==> src/rtl/pipe_hazard_ctrl.sv <==
// pipe_hazard_ctrl: stall/bubble generator for the 5-stage pipeline.
// Drives hold/clear of IF/ID, ID/EX, EX/MEM, MEM/WB and the PC. Handles
// load-use hazards, taken-branch flushes and multi-cycle data-memory waits
// with a timeout that parks the pipeline in a sticky error state.
// Optional statistics counters: define PIPE_HAZARD_CTRL_STATS_EN.
module pipe_hazard_ctrl #(
  parameter int REG_W   = 5,
  parameter int TIMEOUT = 64,
  parameter int CNT_W   = 32
) (
  input  logic             clk,
  input  logic             reset,
  input  logic [REG_W-1:0] id_rs1,
  input  logic [REG_W-1:0] id_rs2,
  input  logic             id_use_rs1,
  input  logic             id_use_rs2,
  input  logic [REG_W-1:0] ex_rd,
  input  logic             ex_memread,
  input  logic             ex_branch_taken,
  input  logic             dmem_req,
  input  logic             dmem_ready,
  output logic             pc_hold,
  output logic             ifid_hold,
  output logic             ifid_bubble,
  output logic             idex_hold,
  output logic             idex_bubble,
  output logic             exmem_hold,
  output logic             memwb_bubble,
  output logic             mem_timeout,
  output logic [CNT_W-1:0] stall_cycles,
  output logic [CNT_W-1:0] flush_events
);

  localparam int WC_W = $clog2(TIMEOUT + 1);
  localparam logic [WC_W-1:0] WAIT_LAST = WC_W'(TIMEOUT - 1);

  typedef enum logic [1:0] {
    ST_RUN      = 2'd0,
    ST_MEM_WAIT = 2'd1,
    ST_ERR      = 2'd2
  } state_e;

  state_e            state_q, state_d;
  logic [WC_W-1:0]   wait_cnt_q, wait_cnt_d;
  logic              mem_timeout_q, mem_timeout_d;

  logic load_use_s;
  logic mem_stall_s;
  logic hold_all_s;   // freeze everything up to MEM, bubble into WB
  logic flush_s;      // squash the two wrong-path instructions
  logic lu_stall_s;   // hold PC/IF-ID, insert one bubble into EX

  // Raw hazard conditions from the current stage contents.
  always_comb begin
    load_use_s  = ex_memread && (ex_rd != {REG_W{1'b0}}) &&
                  ((id_use_rs1 && (id_rs1 == ex_rd)) ||
                   (id_use_rs2 && (id_rs2 == ex_rd)));
    mem_stall_s = dmem_req && !dmem_ready;
  end

  // Next-state logic and stall classification; mem stall > flush > load-use.
  always_comb begin
    state_d       = state_q;
    wait_cnt_d    = wait_cnt_q;
    mem_timeout_d = mem_timeout_q;
    hold_all_s    = 1'b0;
    flush_s       = 1'b0;
    lu_stall_s    = 1'b0;
    if (reset) begin
      // Outputs stay quiet while reset is high; registers clear in the flop block.
      state_d = ST_RUN;
    end else begin
      case (state_q)
        ST_RUN: begin
          if (mem_stall_s) begin
            hold_all_s = 1'b1;
            wait_cnt_d = WC_W'(1);
            state_d    = ST_MEM_WAIT;
          end else if (ex_branch_taken) begin
            flush_s = 1'b1;
          end else if (load_use_s) begin
            lu_stall_s = 1'b1;
          end else begin
            state_d = ST_RUN;
          end
        end
        ST_MEM_WAIT: begin
          if (mem_stall_s) begin
            hold_all_s = 1'b1;
            if (wait_cnt_q == WAIT_LAST) begin
              mem_timeout_d = 1'b1;
              state_d       = ST_ERR;
            end else begin
              wait_cnt_d = wait_cnt_q + WC_W'(1);
            end
          end else begin
            // Release cycle (ready, or request withdrawn): EX was held, so a
            // pending branch or load-use is evaluated exactly as in RUN.
            wait_cnt_d = {WC_W{1'b0}};
            state_d    = ST_RUN;
            if (ex_branch_taken) begin
              flush_s = 1'b1;
            end else if (load_use_s) begin
              lu_stall_s = 1'b1;
            end else begin
              lu_stall_s = 1'b0;
            end
          end
        end
        ST_ERR: begin
          hold_all_s = 1'b1;
        end
        default: begin
          state_d    = ST_RUN;
          wait_cnt_d = {WC_W{1'b0}};
        end
      endcase
    end
  end

  // Map the stall class onto register controls; hold and bubble never overlap.
  always_comb begin
    pc_hold      = hold_all_s | lu_stall_s;
    ifid_hold    = hold_all_s | lu_stall_s;
    ifid_bubble  = flush_s;
    idex_hold    = hold_all_s;
    idex_bubble  = flush_s | lu_stall_s;
    exmem_hold   = hold_all_s;
    memwb_bubble = hold_all_s;
    mem_timeout  = mem_timeout_q;
  end

  // FSM state, wait counter and sticky timeout flag.
  always_ff @(posedge clk) begin
    if (reset) begin
      state_q       <= ST_RUN;
      wait_cnt_q    <= {WC_W{1'b0}};
      mem_timeout_q <= 1'b0;
    end else begin
      state_q       <= state_d;
      wait_cnt_q    <= wait_cnt_d;
      mem_timeout_q <= mem_timeout_d;
    end
  end

`ifdef PIPE_HAZARD_CTRL_STATS_EN
  logic [CNT_W-1:0] stall_cycles_q, stall_cycles_d;
  logic [CNT_W-1:0] flush_events_q, flush_events_d;

  // Free-running wrap-around statistics.
  always_comb begin
    stall_cycles_d = stall_cycles_q;
    flush_events_d = flush_events_q;
    if (pc_hold) begin
      stall_cycles_d = stall_cycles_q + {{(CNT_W-1){1'b0}}, 1'b1};
    end else begin
      stall_cycles_d = stall_cycles_q;
    end
    if (flush_s) begin
      flush_events_d = flush_events_q + {{(CNT_W-1){1'b0}}, 1'b1};
    end else begin
      flush_events_d = flush_events_q;
    end
  end

  // Statistics registers.
  always_ff @(posedge clk) begin
    if (reset) begin
      stall_cycles_q <= {CNT_W{1'b0}};
      flush_events_q <= {CNT_W{1'b0}};
    end else begin
      stall_cycles_q <= stall_cycles_d;
      flush_events_q <= flush_events_d;
    end
  end

  assign stall_cycles = stall_cycles_q;
  assign flush_events = flush_events_q;
`else
  assign stall_cycles = {CNT_W{1'b0}};
  assign flush_events = {CNT_W{1'b0}};
`endif

endmodule

==> config.mk <==
export PLATFORM = sky130hd
export DESIGN_NAME = pipe_hazard_ctrl
export DESIGN_NICKNAME = d
export VERILOG_FILES = /design/src/rtl/pipe_hazard_ctrl.sv
export SDC_FILE = /design/constraint.sdc
export NUM_CORES = 1
export LEC_CHECK = 0
export CAP_MARGIN = 0
export CORE_ASPECT_RATIO = 0.5
export CORE_MARGIN = 3
export CORE_UTILIZATION = 36
export CTS_CLUSTER_DIAMETER = 150
export DETAILED_ROUTE_END_ITERATION = 8
export PLACE_DENSITY_LB_ADDON = 0.05
export SLEW_MARGIN = 0
export SYNTH_ARGS = -nofsm -noshare
export SYNTH_HDL_FRONTEND = slang
export SYNTH_SLANG_ARGS = --single-unit
==> constraint.sdc <==
create_clock -name clk -period 3.8 [get_ports clk]
set_clock_uncertainty 0.2 [all_clocks]
set_input_delay 0.95 -clock clk [delete_from_list [all_inputs] [get_ports clk]]
set_output_delay 0.95 -clock clk [all_outputs]
set_load 0.01 [all_outputs]
==> impl_metrics.ini <==
[run_status]
status = complete, no violations

[setup_path]
critPathKind = in -> out
r2r-end = wait_cnt_q[5]
worstPathRequired_ns = 2.65
slowest_delay_ns = 0.55
crit_fanout = 3
worstSetupStartpoint = ex_rd[1]
crit_buf_inv = 3
path_depth = 6
cp-end-kind = output pin
timing.rr.start = wait_cnt_q[0]
worstPathArrival_ns = 2.56
critPathLaunchType = input pin
critical-path-top-delay-family = buffers and inverters
cp-endpoint = pc_hold
crit_chain = clkdlybuf4s50_1 -> or4_1 -> o211ai_1 -> buf_4 -> o32ai_2 -> buf_2
ff2ff_path_depth = 5
r2r_slack_ns = 1.91
crit_path_top_delay_cell = or4_1

[place]
dpl_cell_area_um2 = 1300
io_buffers = 30
dp.cells = 223
hpwl_um = 1920
gp_congestion = 0.715

[floorplanning]
rows = 14
start_util = 0.389
die_h_um = 46.9
ioPinCount = 95
fp.coreArea_um2 = 3100
fp.dieW_um = 87.9
dieArea_um2 = 4120

[synth]
ys_ff_latch = 10
ys_warn_count = 0
synth.most_common_cell = buf_4
synthFlopType = dfxtp_1
synth_area_leaders = buf_4, dfxtp_1, xor2_1
yosys-top-cells-count = buf_4, dfxtp_1, a21oi_1, xor2_1
syn_area_um2 = 1210
synthArstFlopShare = 0
synth_cell_types = 36
syn_avg_cell_area_um2 = 7.73
synth_edf_count = 0
synthCells = 156
ys_seq_area_frac = 0.166
synth_top_cell_by_area = buf_4
synth_top_area_frac = 0.417

[finish]
final_area_um2 = 1350
area_growth_pct = 12.1
layout.nets = 213
drive_gt1_frac = 0.0802
n_antenna_cell = 0
fin_cells = 227

[grt]
grt_antenna_before_repair = 0
grt_max_degree = 13
grt_pass1_wl_um = 2970
grt_util_all_layers = 0.0975
globalRoute.totalOverflow = 0
grt_pass1_vias = 683

[job]
maxCapViolations = 0

[detailed_routing]
wl_per_cell_um = 9.85
viasPerCell = 4.07
finalWirelength_um = 2240
postRouteAntennaNets = 0
first_pass_iters = 4
drt_iter0_markers = 23
dr_total_vias = 924
drc = 0

[timing]
fin_crit_sh = 0.977
hold_viol = 0
whs_ns = 0.279
post-route-min-period_ns = 3.71
rsz0062_at_grt = no
clock.fmax_ghz = 0.269
setup_tns_ns = 0
setup_violations = 0
final_max_slew_viol_count = 0

[clocking]
cts_hold_buf = 0
cts_tree = done
clk_pin_slew_worst_paths_ns = 0.05
clock_sinks = 10
ctsHtreeMaxLevel = 1
numCtsBuffers = 3
cts.path.max_buffers = 2
root_buffer = clkbuf_8
clock_latency_ns = 0.23

[pwr]
power_switching_uw = 93.3
power.share.combinational = 0.296
p_leak_nw = 0.607
switching_share = 0.303
intPower_uw = 215
p_per_area_nw_per_um2 = 228
irDropWorstVdd_mv = 0.0785
clock_power_share = 0.350
seqPwrFrac = 0.354

[min_path]
min_path_type = reg -> reg
holdCritStartpoint = mem_timeout
-- power groups by stage --
| stage | logic (mW) | clock network (mW) | registers [mW] |
|---|---|---|---|
| floorplan | 0.102 | 0 | 0.110 |
| finish | 0.0912 | 0.108 | 0.109 |
| CTS | 0.0902 | 0.112 | 0.109 |
| global route | 0.101 | 0.119 | 0.109 |
| detailed placement | 0.0897 | 0 | 0.111 |
| global placement | 0.0902 | 0 | 0.111 |
-- layer usage --
metal	vias to the layer above	part of all wire	track usage
met5	-	0	0
met4	0	0.012	0.0459
met3	2	0.11	0.0368
met2	60	0.49	0.171
met1	401	0.39	0.109
li1	461	-	-
-- worst min path at each step --
stage	endpoint	depth (start not counted)
global placement	mem_timeout	2
finish	mem_timeout	2
floorplan	wait_cnt_q[5]	2
global route	mem_timeout	2
detailed placement	mem_timeout	2
CTS	mem_timeout	2
-- cell type report --
type / count / area, µm²
clock buffers: 3 / 41.3
fillers: 308 / 1750
inverters: 2 / 7.51
multi-input cells: 136 / 716
flip-flops and latches: 10 / 200
well taps: 40 / 50.0
repair buffers: 36 / 338
-- flip-flops by register name, indices dropped and copies added, names as in the netlist --
| name | flops |
|---|---|
| wait_cnt_q | 7 |
| state_q | 2 |
| mem_timeout | 1 |
-- placed cells by master, fill, tap and decap left out, types with 5 or more instances in the layout --
cell type,synthesis,final
nand3_1,5,5
clkdlybuf4s50_1,0,26
buf_4,67,6
a21oi_1,8,8
conb_1,1,64
o21ai_0,6,6
nor2_1,6,6
xor2_1,8,8
dfxtp_1,10,10
-- worst min-delay path: cells and delay by family (launching register included) --
| family | cells | cell delay, ns |
|---|---|---|
| AND/OR/NAND/NOR | 2 | 0.13 |
| flip-flops | 1 | 0.32 |
-- logic make-up (layout without fill, tap and decap cells) --
kind of cell | count (synthesis) | count (layout) | synth area share
compound gates | 24 | 24 | 0.121
other cells | 1 | 64 | 0.00311
flops | 10 | 10 | 0.166
simple gates | 37 | 37 | 0.184
xor+xnor | 10 | 10 | 0.0726
fa+ha+maj | 1 | 1 | 0.0104
buf+inv | 73 | 41 | 0.443
-- stage by stage --
| step | power [mW] | setup slack, ns | util |
|---|---|---|---|
| final | 0.308 | 0.0893 | 0.436 |
| after global routing | 0.329 | 0.0144 | 0.436 |
| after CTS | 0.311 | 0.0229 | 0.435 |
| after detailed placement | 0.201 | -0.350 | 0.421 |
| after global placement | 0.201 | -0.304 | 0.421 |
| after floorplan | 0.211 | 0.485 | - |
-- repair_timing --
action	4_1_cts	5_1_grt
resized for setup	10	2
pin swaps	1	1
setup buffers	1	0
endpoints found under the setup margin	3	3
(Power assumes the default switching activity.)
